File: src/rtl/odometer_meas_ctrl.sv
// Measurement sequencer for the odometer/VCO macro: reset, configure, trigger, stress, measure, capture.
// Optional ODO_DELTA_EN adds RES_DELTA, the signed change versus the previous capture for the same select.
module odometer_meas_ctrl #(
  parameter int unsigned COUNT_W    = 12,
  parameter int unsigned STRESS_W   = 16,
  parameter int unsigned RST_CYC    = 4,
  parameter int unsigned LOAD_CYC   = 2,
  parameter int unsigned TRIG_CYC   = 5,
  parameter int unsigned SETTLE_CYC = 8
) (
  input  logic                CLK,
  input  logic                RESET,
  input  logic                REQ_VALID,
  output logic                REQ_READY,
  input  logic                REQ_AC_DC,
  input  logic [2:0]          REQ_SEL,
  input  logic [STRESS_W-1:0] REQ_STRESS,
  input  logic [COUNT_W-1:0]  BF_COUNT,
  output logic                RESETB,
  output logic                LOAD,
  output logic                MEAS_TRIG,
  output logic                START,
  output logic                AC_DC,
  output logic                SEL_INV,
  output logic                SEL_NAND,
  output logic                SEL_NOR,
  output logic                EN_VCO,
  output logic                CLK_KILL,
  output logic                RES_VALID,
  input  logic                RES_READY,
  output logic [COUNT_W-1:0]  RES_COUNT,
  output logic [2:0]          RES_SEL,
  output logic                RES_ERR,
  output logic                BUSY
`ifdef ODO_DELTA_EN
  ,
  output logic signed [COUNT_W:0] RES_DELTA
`endif
);

  localparam int unsigned CNT_W = (STRESS_W > 8) ? STRESS_W : 8;

  localparam logic [2:0] S_IDLE    = 3'd0;
  localparam logic [2:0] S_RST     = 3'd1;
  localparam logic [2:0] S_CFG     = 3'd2;
  localparam logic [2:0] S_TRIG    = 3'd3;
  localparam logic [2:0] S_STRESS  = 3'd4;
  localparam logic [2:0] S_MEAS    = 3'd5;
  localparam logic [2:0] S_CAPTURE = 3'd6;
  localparam logic [2:0] S_RESULT  = 3'd7;

  logic [2:0]          state_q, state_d;
  logic [CNT_W-1:0]    cnt_q, cnt_d;
  logic                ac_dc_lat_q, ac_dc_lat_d;
  logic [2:0]          sel_lat_q, sel_lat_d;
  logic [STRESS_W-1:0] stress_q, stress_d;
  logic                resetb_q, resetb_d;
  logic                load_q, load_d;
  logic                meas_trig_q, meas_trig_d;
  logic                start_q, start_d;
  logic                ac_dc_q, ac_dc_d;
  logic [2:0]          sel_out_q, sel_out_d;
  logic                en_vco_q, en_vco_d;
  logic                clk_kill_q, clk_kill_d;
  logic                res_valid_q, res_valid_d;
  logic [COUNT_W-1:0]  res_count_q, res_count_d;
  logic [2:0]          res_sel_q, res_sel_d;
  logic                res_err_q, res_err_d;
  logic                busy_q, busy_d;
  logic                req_ready_q, req_ready_d;
`ifdef ODO_DELTA_EN
  logic [2:0][COUNT_W-1:0] prev_q, prev_d;
  logic [2:0]              seen_q, seen_d;
  logic signed [COUNT_W:0] delta_q, delta_d;
`endif

  // Next state and pin decode; pins are registered from the current state, so they trail it by one cycle.
  always_comb begin
    state_d     = state_q;
    cnt_d       = cnt_q + CNT_W'(1);
    ac_dc_lat_d = ac_dc_lat_q;
    sel_lat_d   = sel_lat_q;
    stress_d    = stress_q;
    resetb_d    = resetb_q;
    load_d      = load_q;
    meas_trig_d = meas_trig_q;
    start_d     = start_q;
    ac_dc_d     = ac_dc_q;
    sel_out_d   = sel_out_q;
    en_vco_d    = en_vco_q;
    clk_kill_d  = clk_kill_q;
    res_valid_d = res_valid_q;
    res_count_d = res_count_q;
    res_sel_d   = res_sel_q;
    res_err_d   = res_err_q;
`ifdef ODO_DELTA_EN
    prev_d  = prev_q;
    seen_d  = seen_q;
    delta_d = delta_q;
`endif

    case (state_q)
      S_IDLE: begin
        resetb_d    = 1'b1;
        meas_trig_d = 1'b1;
        start_d     = 1'b0;
        en_vco_d    = 1'b0;
        clk_kill_d  = 1'b0;
        if (REQ_VALID && req_ready_q) begin
          ac_dc_lat_d = REQ_AC_DC;
          sel_lat_d   = REQ_SEL;
          stress_d    = REQ_STRESS;
          if ($onehot(REQ_SEL)) begin
            state_d = S_RST;
          end else begin
            state_d     = S_RESULT;
            res_err_d   = 1'b1;
            res_count_d = '0;
            res_sel_d   = REQ_SEL;
`ifdef ODO_DELTA_EN
            delta_d = '0;
`endif
          end
        end
      end
      S_RST: begin
        resetb_d = 1'b0;
        if (cnt_q == CNT_W'(RST_CYC - 1)) state_d = S_CFG;
      end
      S_CFG: begin
        resetb_d  = 1'b1;
        en_vco_d  = 1'b1;
        ac_dc_d   = ac_dc_lat_q;
        sel_out_d = sel_lat_q;
        start_d   = 1'b0;
        load_d    = (cnt_q == CNT_W'(LOAD_CYC));
        if (cnt_q == CNT_W'(LOAD_CYC)) state_d = S_TRIG;
      end
      S_TRIG: begin
        meas_trig_d = 1'b0;
        if (cnt_q == CNT_W'(TRIG_CYC - 1)) state_d = S_MEAS - 3'd1;
      end
      S_STRESS: begin
        meas_trig_d = 1'b1;
        start_d     = 1'b1;
        clk_kill_d  = 1'b0;
        // Zero requested stress still spends one cycle here.
        if ((stress_q == '0) || (cnt_q == CNT_W'(stress_q) - CNT_W'(1))) state_d = S_MEAS;
      end
      S_MEAS: begin
        clk_kill_d  = 1'b1;
        start_d     = 1'b0;
        meas_trig_d = 1'b0;
        if (cnt_q == CNT_W'(SETTLE_CYC - 1)) state_d = S_CAPTURE;
      end
      S_CAPTURE: begin
        res_count_d = BF_COUNT;
        res_sel_d   = sel_lat_q;
        res_err_d   = 1'b0;
        meas_trig_d = 1'b1;
        state_d     = S_RESULT;
`ifdef ODO_DELTA_EN
        delta_d = '0;
        for (int i = 0; i < 3; i++) begin
          if (sel_lat_q[i]) begin
            if (seen_q[i]) delta_d = $signed({1'b0, BF_COUNT}) - $signed({1'b0, prev_q[i]});
            prev_d[i] = BF_COUNT;
            seen_d[i] = 1'b1;
          end
        end
`endif
      end
      S_RESULT: begin
        res_valid_d = 1'b1;
        if (res_valid_q && RES_READY) begin
          res_valid_d = 1'b0;
          en_vco_d    = 1'b0;
          clk_kill_d  = 1'b0;
          state_d     = S_IDLE;
        end
      end
      default: state_d = S_IDLE;
    endcase

    if (state_d != state_q) cnt_d = '0;
    req_ready_d = (state_d == S_IDLE);
    busy_d      = (state_d != S_IDLE);
  end

  always_ff @(posedge CLK) begin
    if (RESET) begin
      state_q     <= S_IDLE;
      cnt_q       <= '0;
      ac_dc_lat_q <= 1'b0;
      sel_lat_q   <= '0;
      stress_q    <= '0;
      resetb_q    <= 1'b1;
      load_q      <= 1'b0;
      meas_trig_q <= 1'b1;
      start_q     <= 1'b0;
      ac_dc_q     <= 1'b0;
      sel_out_q   <= '0;
      en_vco_q    <= 1'b0;
      clk_kill_q  <= 1'b0;
      res_valid_q <= 1'b0;
      res_count_q <= '0;
      res_sel_q   <= '0;
      res_err_q   <= 1'b0;
      busy_q      <= 1'b0;
      req_ready_q <= 1'b1;
`ifdef ODO_DELTA_EN
      prev_q  <= '0;
      seen_q  <= '0;
      delta_q <= '0;
`endif
    end else begin
      state_q     <= state_d;
      cnt_q       <= cnt_d;
      ac_dc_lat_q <= ac_dc_lat_d;
      sel_lat_q   <= sel_lat_d;
      stress_q    <= stress_d;
      resetb_q    <= resetb_d;
      load_q      <= load_d;
      meas_trig_q <= meas_trig_d;
      start_q     <= start_d;
      ac_dc_q     <= ac_dc_d;
      sel_out_q   <= sel_out_d;
      en_vco_q    <= en_vco_d;
      clk_kill_q  <= clk_kill_d;
      res_valid_q <= res_valid_d;
      res_count_q <= res_count_d;
      res_sel_q   <= res_sel_d;
      res_err_q   <= res_err_d;
      busy_q      <= busy_d;
      req_ready_q <= req_ready_d;
`ifdef ODO_DELTA_EN
      prev_q  <= prev_d;
      seen_q  <= seen_d;
      delta_q <= delta_d;
`endif
    end
  end

  assign REQ_READY = req_ready_q;
  assign RESETB    = resetb_q;
  assign LOAD      = load_q;
  assign MEAS_TRIG = meas_trig_q;
  assign START     = start_q;
  assign AC_DC     = ac_dc_q;
  assign SEL_INV   = sel_out_q[0];
  assign SEL_NAND  = sel_out_q[1];
  assign SEL_NOR   = sel_out_q[2];
  assign EN_VCO    = en_vco_q;
  assign CLK_KILL  = clk_kill_q;
  assign RES_VALID = res_valid_q;
  assign RES_COUNT = res_count_q;
  assign RES_SEL   = res_sel_q;
  assign RES_ERR   = res_err_q;
  assign BUSY      = busy_q;
`ifdef ODO_DELTA_EN
  assign RES_DELTA = delta_q;
`endif

endmodule

File: config.mk
export PLATFORM = sky130hd
export DESIGN_NAME = odometer_meas_ctrl
export DESIGN_NICKNAME = d
export VERILOG_FILES = /design/src/rtl/odometer_meas_ctrl.sv
export SDC_FILE = /design/constraint.sdc
export NUM_CORES = 1
export LEC_CHECK = 0
export ABC_AREA = 1
export CORE_UTILIZATION = 40
export CTS_CLUSTER_DIAMETER = 80
export DETAILED_ROUTE_END_ITERATION = 10
export HOLD_SLACK_MARGIN = 0.05
export SYNTH_ARGS = -nofsm -noshare
export SYNTH_HDL_FRONTEND = slang
export SYNTH_SLANG_ARGS = --single-unit
export TNS_END_PERCENT = 10
File: constraint.sdc
create_clock -name CLK -period 2.67 [get_ports CLK]
set_input_delay 0.4005 -clock CLK [delete_from_list [all_inputs] [get_ports CLK]]
set_output_delay 0.4005 -clock CLK [all_outputs]
set_load 0.1 [all_outputs]
== Word-level counts from Yosys, hierarchy flattened ==
Cells that the tools add are included.
Widths: inputs -> output; s select.
Storage, ports and cells
  output and inout bits: 29
  word-level logic and storage cells: 88
  register bits: 68
Cells by class
  mux-type cells: 25
  $add $sub $neg: 4
  eq/ne operators: 17
  reduce and logical (&&, ||, !) cells: 23
Operator list (number)
  $eq 16x2->1 const B: 2
  $eq 16x3->1 const B: 2
  $mux 3: 10
  $mux 12: 2
  $pmux 12 s2: 1
  $pmux 3 s8: 1
  $add 16x1->16 const B: 1
  $eq 16x16->1: 1
  $logic_not 16->1: 1
  $sub 16x1->16 const B: 1
  $eq 3x3->1 const B: 4
  $reduce_bool 3->1: 3
  $pmux 1 s2: 4
  $reduce_bool 2->1: 4
  $reduce_or 2->1: 4
  $eq 3x2->1 const B: 2
  $logic_not 3->1: 2
  $ne 2x2->1 const B: 3
  $pmux 1 s3: 2
  $pmux 3 s2: 1
  $reduce_and 2->1: 3
  $reduce_or 3->1: 2
  $mux 1: 4
  $eq 3x1->1 const B: 1
  other kinds (7): 8

== Logic depth before layout (Yosys ltp) ==
Gate-level depths: netlist of run 1.
  depth after elaboration: 8
  depth in mapped cells: 19

== Least setup slack after synthesis of run 1 ==
OpenSTA, ideal clock, no wires.
  path kind: register to register
  start point: reg req_ready_q (netlist: REQ_READY)
  end point: reg cnt_q[13]
  clock period less this slack: 2268 ps
  library setup time: 116 ps
  data arrival time: 2152 ps
  slack: 402 ps
  stages on the path, launching flop included: 11
  cells stage by stage: dfxtp_1 -> nand4_1 -> nor2_1 -> inv_1 -> nand4_1 -> nand2_1 -> nand2_1 -> a21oi_2 -> nand2_2 -> buf_6 -> nor2_2
On the way
  longest elaborated chain between the ends: 5
Ends and longest elaborated chain
  start: declaration: RTL line 70  | logic req_ready_q, req_ready_d;
  start signal: assignment: RTL line 235  | req_ready_q <= req_ready_d;
  $logic_and 1x1->1: RTL line 109  | if (REQ_VALID && req_ready_q) begin
  $mux 3: RTL line 109
  $pmux 3 s8: RTL line 102  | case (state_q)
  $ne 3x3->1: RTL line 185  | if (state_d != state_q) cnt_d = '0;
  $reduce_or 2->1 (no source line)
  end signal: assignment: RTL line 218  | cnt_q <= cnt_d;
  end: declaration: RTL line 53  | logic [CNT_W-1:0] cnt_q, cnt_d;
Every way passes these cells.
A chain may end at the register's enable or synchronous reset.

== Final worst setup path of run 1 ==
  start point: reg stress_q[0]
  end point: reg cnt_q[15]
On the way
  longest elaborated chain between the ends: 7
  elaborated cells between the ends (all ways): 8
Ends and longest elaborated chain
  start: declaration: RTL line 56  | logic [STRESS_W-1:0] stress_q, stress_d;
  start signal: assignment: RTL line 221  | stress_q <= stress_d;
  $sub 16x1->16: RTL line 148  | if ((stress_q == '0) || (cnt_q == CNT_W'(stress_q) - CNT_W'(1))) state_d = S_MEAS;
  $eq 16x16->1: RTL line 148
  $logic_or 1x1->1 (*): RTL line 148
  $mux 3 (*): RTL line 148
  $pmux 3 s8 (*): RTL line 102
  $ne 3x3->1 (*): RTL line 185
  $reduce_or 2->1 (no source line) (*)
Mark *: on every way between the ends. The rest lies on a longest branch, timed or not.

==> results of run 1 <==
[worst max-delay path, cell delays in order, from the launching register on]
cell	delay, ns
dfxtp_1	0.33
inv_1	0.12
ha_1	0.23
nand2_1	0.14
nor2_2	0.24
nand2_1	0.09
xor2_1	0.14
nand2_1	0.07
nor2_1	0.10
nand3_1	0.08
nand2_1	0.09
nand2_1	0.06
nand3_1	0.12
nand2_1	0.08
nand2_2	0.08
buf_12	0.16
nor2_1	0.05
[per-layer routing]
metal	GRT usage	vias to the layer above	part of all wire
met5	0	-	0
met4	0.05473	0	0.0083
li1	-	1765	-
met3	0.07895	4	0.069
met2	0.2970	69	0.42
met1	0.2829	1552	0.50
[logic make-up after synthesis]
| family | Yosys count | share of synthesized area |
|---|---|---|
| AO/OA/AOI/OAI | 80 | 0.1183 |
| XOR/XNOR | 23 | 0.05756 |
| adder cells (fa/ha/maj) | 5 | 0.02002 |
| buffers and inverters | 86 | 0.09474 |
| flip-flops | 68 | 0.3890 |
| AND/OR/NAND/NOR | 255 | 0.3203 |
[flip-flops by register name, summed over array words and instances, names as in the netlist, 3 cells and up]
name and cells:
sel_out_q 3, stress_q 16, RES_COUNT 12, sel_lat_q 3
state_q 3, cnt_q 16, RES_SEL 3
[worst max path at each step]
stage / cells after the start / from / slack, ns / to
after floorplan: 10 / REQ_READY / 0.40 / cnt_q[13]
after global placement: 13 / REQ_SEL[0] / 0.14 / cnt_q[0]
after detailed placement: 12 / REQ_SEL[0] / 0.1 / cnt_q[3]
after CTS: 16 / stress_q[0] / 0.34 / cnt_q[15]
after global routing: 16 / stress_q[0] / 0.18 / cnt_q[15]
final: 16 / stress_q[0] / 0.38 / cnt_q[15]
[final cells by class]
type | count | area, µm²
clock buffer | 9 | 123.9
clock inverter | 6 | 88.84
fill | 853 | 3921
inverter | 73 | 274.0
multi-input combinational | 363 | 1807
sequential | 68 | 1361
tap | 105 | 131.4
timing repair buffer | 71 | 633.1
[per-stage QoR]
stage               hold WS (ns)  total power, µW    util  setup WS, ns
CTS                       0.4569             4940  0.5299        0.3439
finish                    0.4575             4905  0.5299        0.3778
detailed placement        0.4458             3991  0.5044       0.09950
floorplan                 0.4295             3390       -        0.4015
global route              0.4916             5296  0.5299        0.1773
global placement          0.4399             3972  0.5044        0.1428
[report_power, final]
part	total, µW	switching (µW)	internal (µW)
clock network	933	412	522
logic	2550	1800	757
registers	1420	182	1240
[cell usage in the layout, fill, tap and decap left out, types with 8 or more instances in the layout]
cell               n
inv_1             73
xor2_1            17
dfxtp_1           68
nand3_1           28
a21oi_1           41
nand4_1           10
nor2_2            10
clkdlybuf4s50_1   35
nor3_1             8
clkbuf_8           9
nor2_1            57
nand2_1          131
o21ai_0           32
buf_4             35
==> impl_metrics.json, run 1 <==
{
  "status": "finished clean",
  "reg2reg_from": "stress_q[0]",
  "grt_max_degree": 42,
  "critical_path_class": "flip-flop to flip-flop",
  "diodes": 0,
  "overflow": 0,
  "worstHoldPathCells": 2,
  "synth_nets": 558,
  "vdd_drop_max_mv": 0.8347,
  "drc_errors": 0,
  "ios": 65,
  "r2r_slack_ns": 0.38,
  "syn2layout_area_growth_pct": 26.28,
  "synth_seq_area_share": 0.3890,
  "rsz0062_at_grt": "false",
  "start_kind": "flip-flop",
  "relSlewSlack": 0.4910,
  "fin_skew_ns": 0.01044,
  "root_buffer": "clkbuf_8",
  "tightest_slew_ns": 0.7627,
  "synth-edff-count": 0,
  "initial_core_util": 0.4196,
  "finalMaxSlewViolations": 0,
  "grt_pass1_vias": 3005,
  "critPathArrivalTime_ns": 2.53,
  "synth_top_area_frac": 0.3890,
  "synth_common_cells": "nand2_1 (131), inv_1 (73), dfxtp_1 (68)",
  "power_density_nw_per_um2": 1110,
  "maxCapViolations": 0,
  "via_per_inst": 4.878,
  "core_um2": 8341,
  "post-cts-setup-buffers": 0,
  "cts_resized": 0,
  "yosys_warnings": 0,
  "dp.cells": 680,
  "ys_ff_latch": 68,
  "clockBufferDepth": 2,
  "place_congestion": 0.8310,
  "dieArea_um2": 9127,
  "synthArstFlopShare": 0,
  "whs_endpoint": "AC_DC",
  "setup_tns_ns": 0,
  "synthCells": 517,
  "htree_levels": 3,
  "hpwl_mm": 6.612,
  "p_leak_uw": 0.001940,
  "routed_wl_mm": 8.719,
  "gr-usage-all-layers": 0.2053,
  "final_cell_count_no_fill": 695,
  "worst_r2r_endpoint": "cnt_q[15]",
  "holdCritStartpoint": "ac_dc_lat_q",
  "reg2reg_depth": 16,
  "io_buffers": 64,
  "fin_area_um2": 4419,
  "via_count": 3390,
  "synth_cell_type_count": 27,
  "cp_data_required_time_ns": 2.91,
  "min_period_over_period": 0.8585,
  "path_max_fanout": 16,
  "yosys.area.top_type": "dfxtp_1",
  "yosys-top-cells-area": "dfxtp_1 (39%), nand2_1 (14%), inv_1 (7.8%)",
  "drt_first_pass_iters": 5,
  "avgSynthCellArea_um2": 6.769,
  "final_nets": 627,
  "cts_sinks": 68,
  "cts_buffers": 9,
  "die_h_um": 95.54,
  "fp-row-count": 33,
  "path_clk_slew_ns": 0.08,
  "setup_violations": 0,
  "fp.dieW_um": 95.54,
  "drt.antenna.violating_nets": 0,
  "fin_crit_ns": 2.292,
  "ys.flop_type": "dfxtp_1",
  "holdBufCountCts": 0,
  "yosysMostFrequentCell": "nand2_1",
  "hold_viol": 0,
  "drt_iter0_drc": 147,
  "hold_class": "flip-flop to flip-flop",
  "cts_tree": "yes",
  "antenna_found_initial": 0,
  "wl_per_cell_um": 12.55,
  "clk_latency_ns": 0.35,
  "cp-end-kind": "flip-flop",
  "final_layout_size_suffix_gt1_frac": 0.1203,
  "grt_pass1_wl_mm": 14.35,
  "placed_area_um2": 4207,
  "syn_area_um2": 3500,
  "fmax_mhz": 436.3
}
No activity file was read; power rests on OpenSTA's default activity.
==> run 2: changes to the inputs <==
Settings changed: SLEW_MARGIN from default to 10.
==> results of run 2 <==
Same layout as run 1: the final DEF is identical, and so are final timing and power.
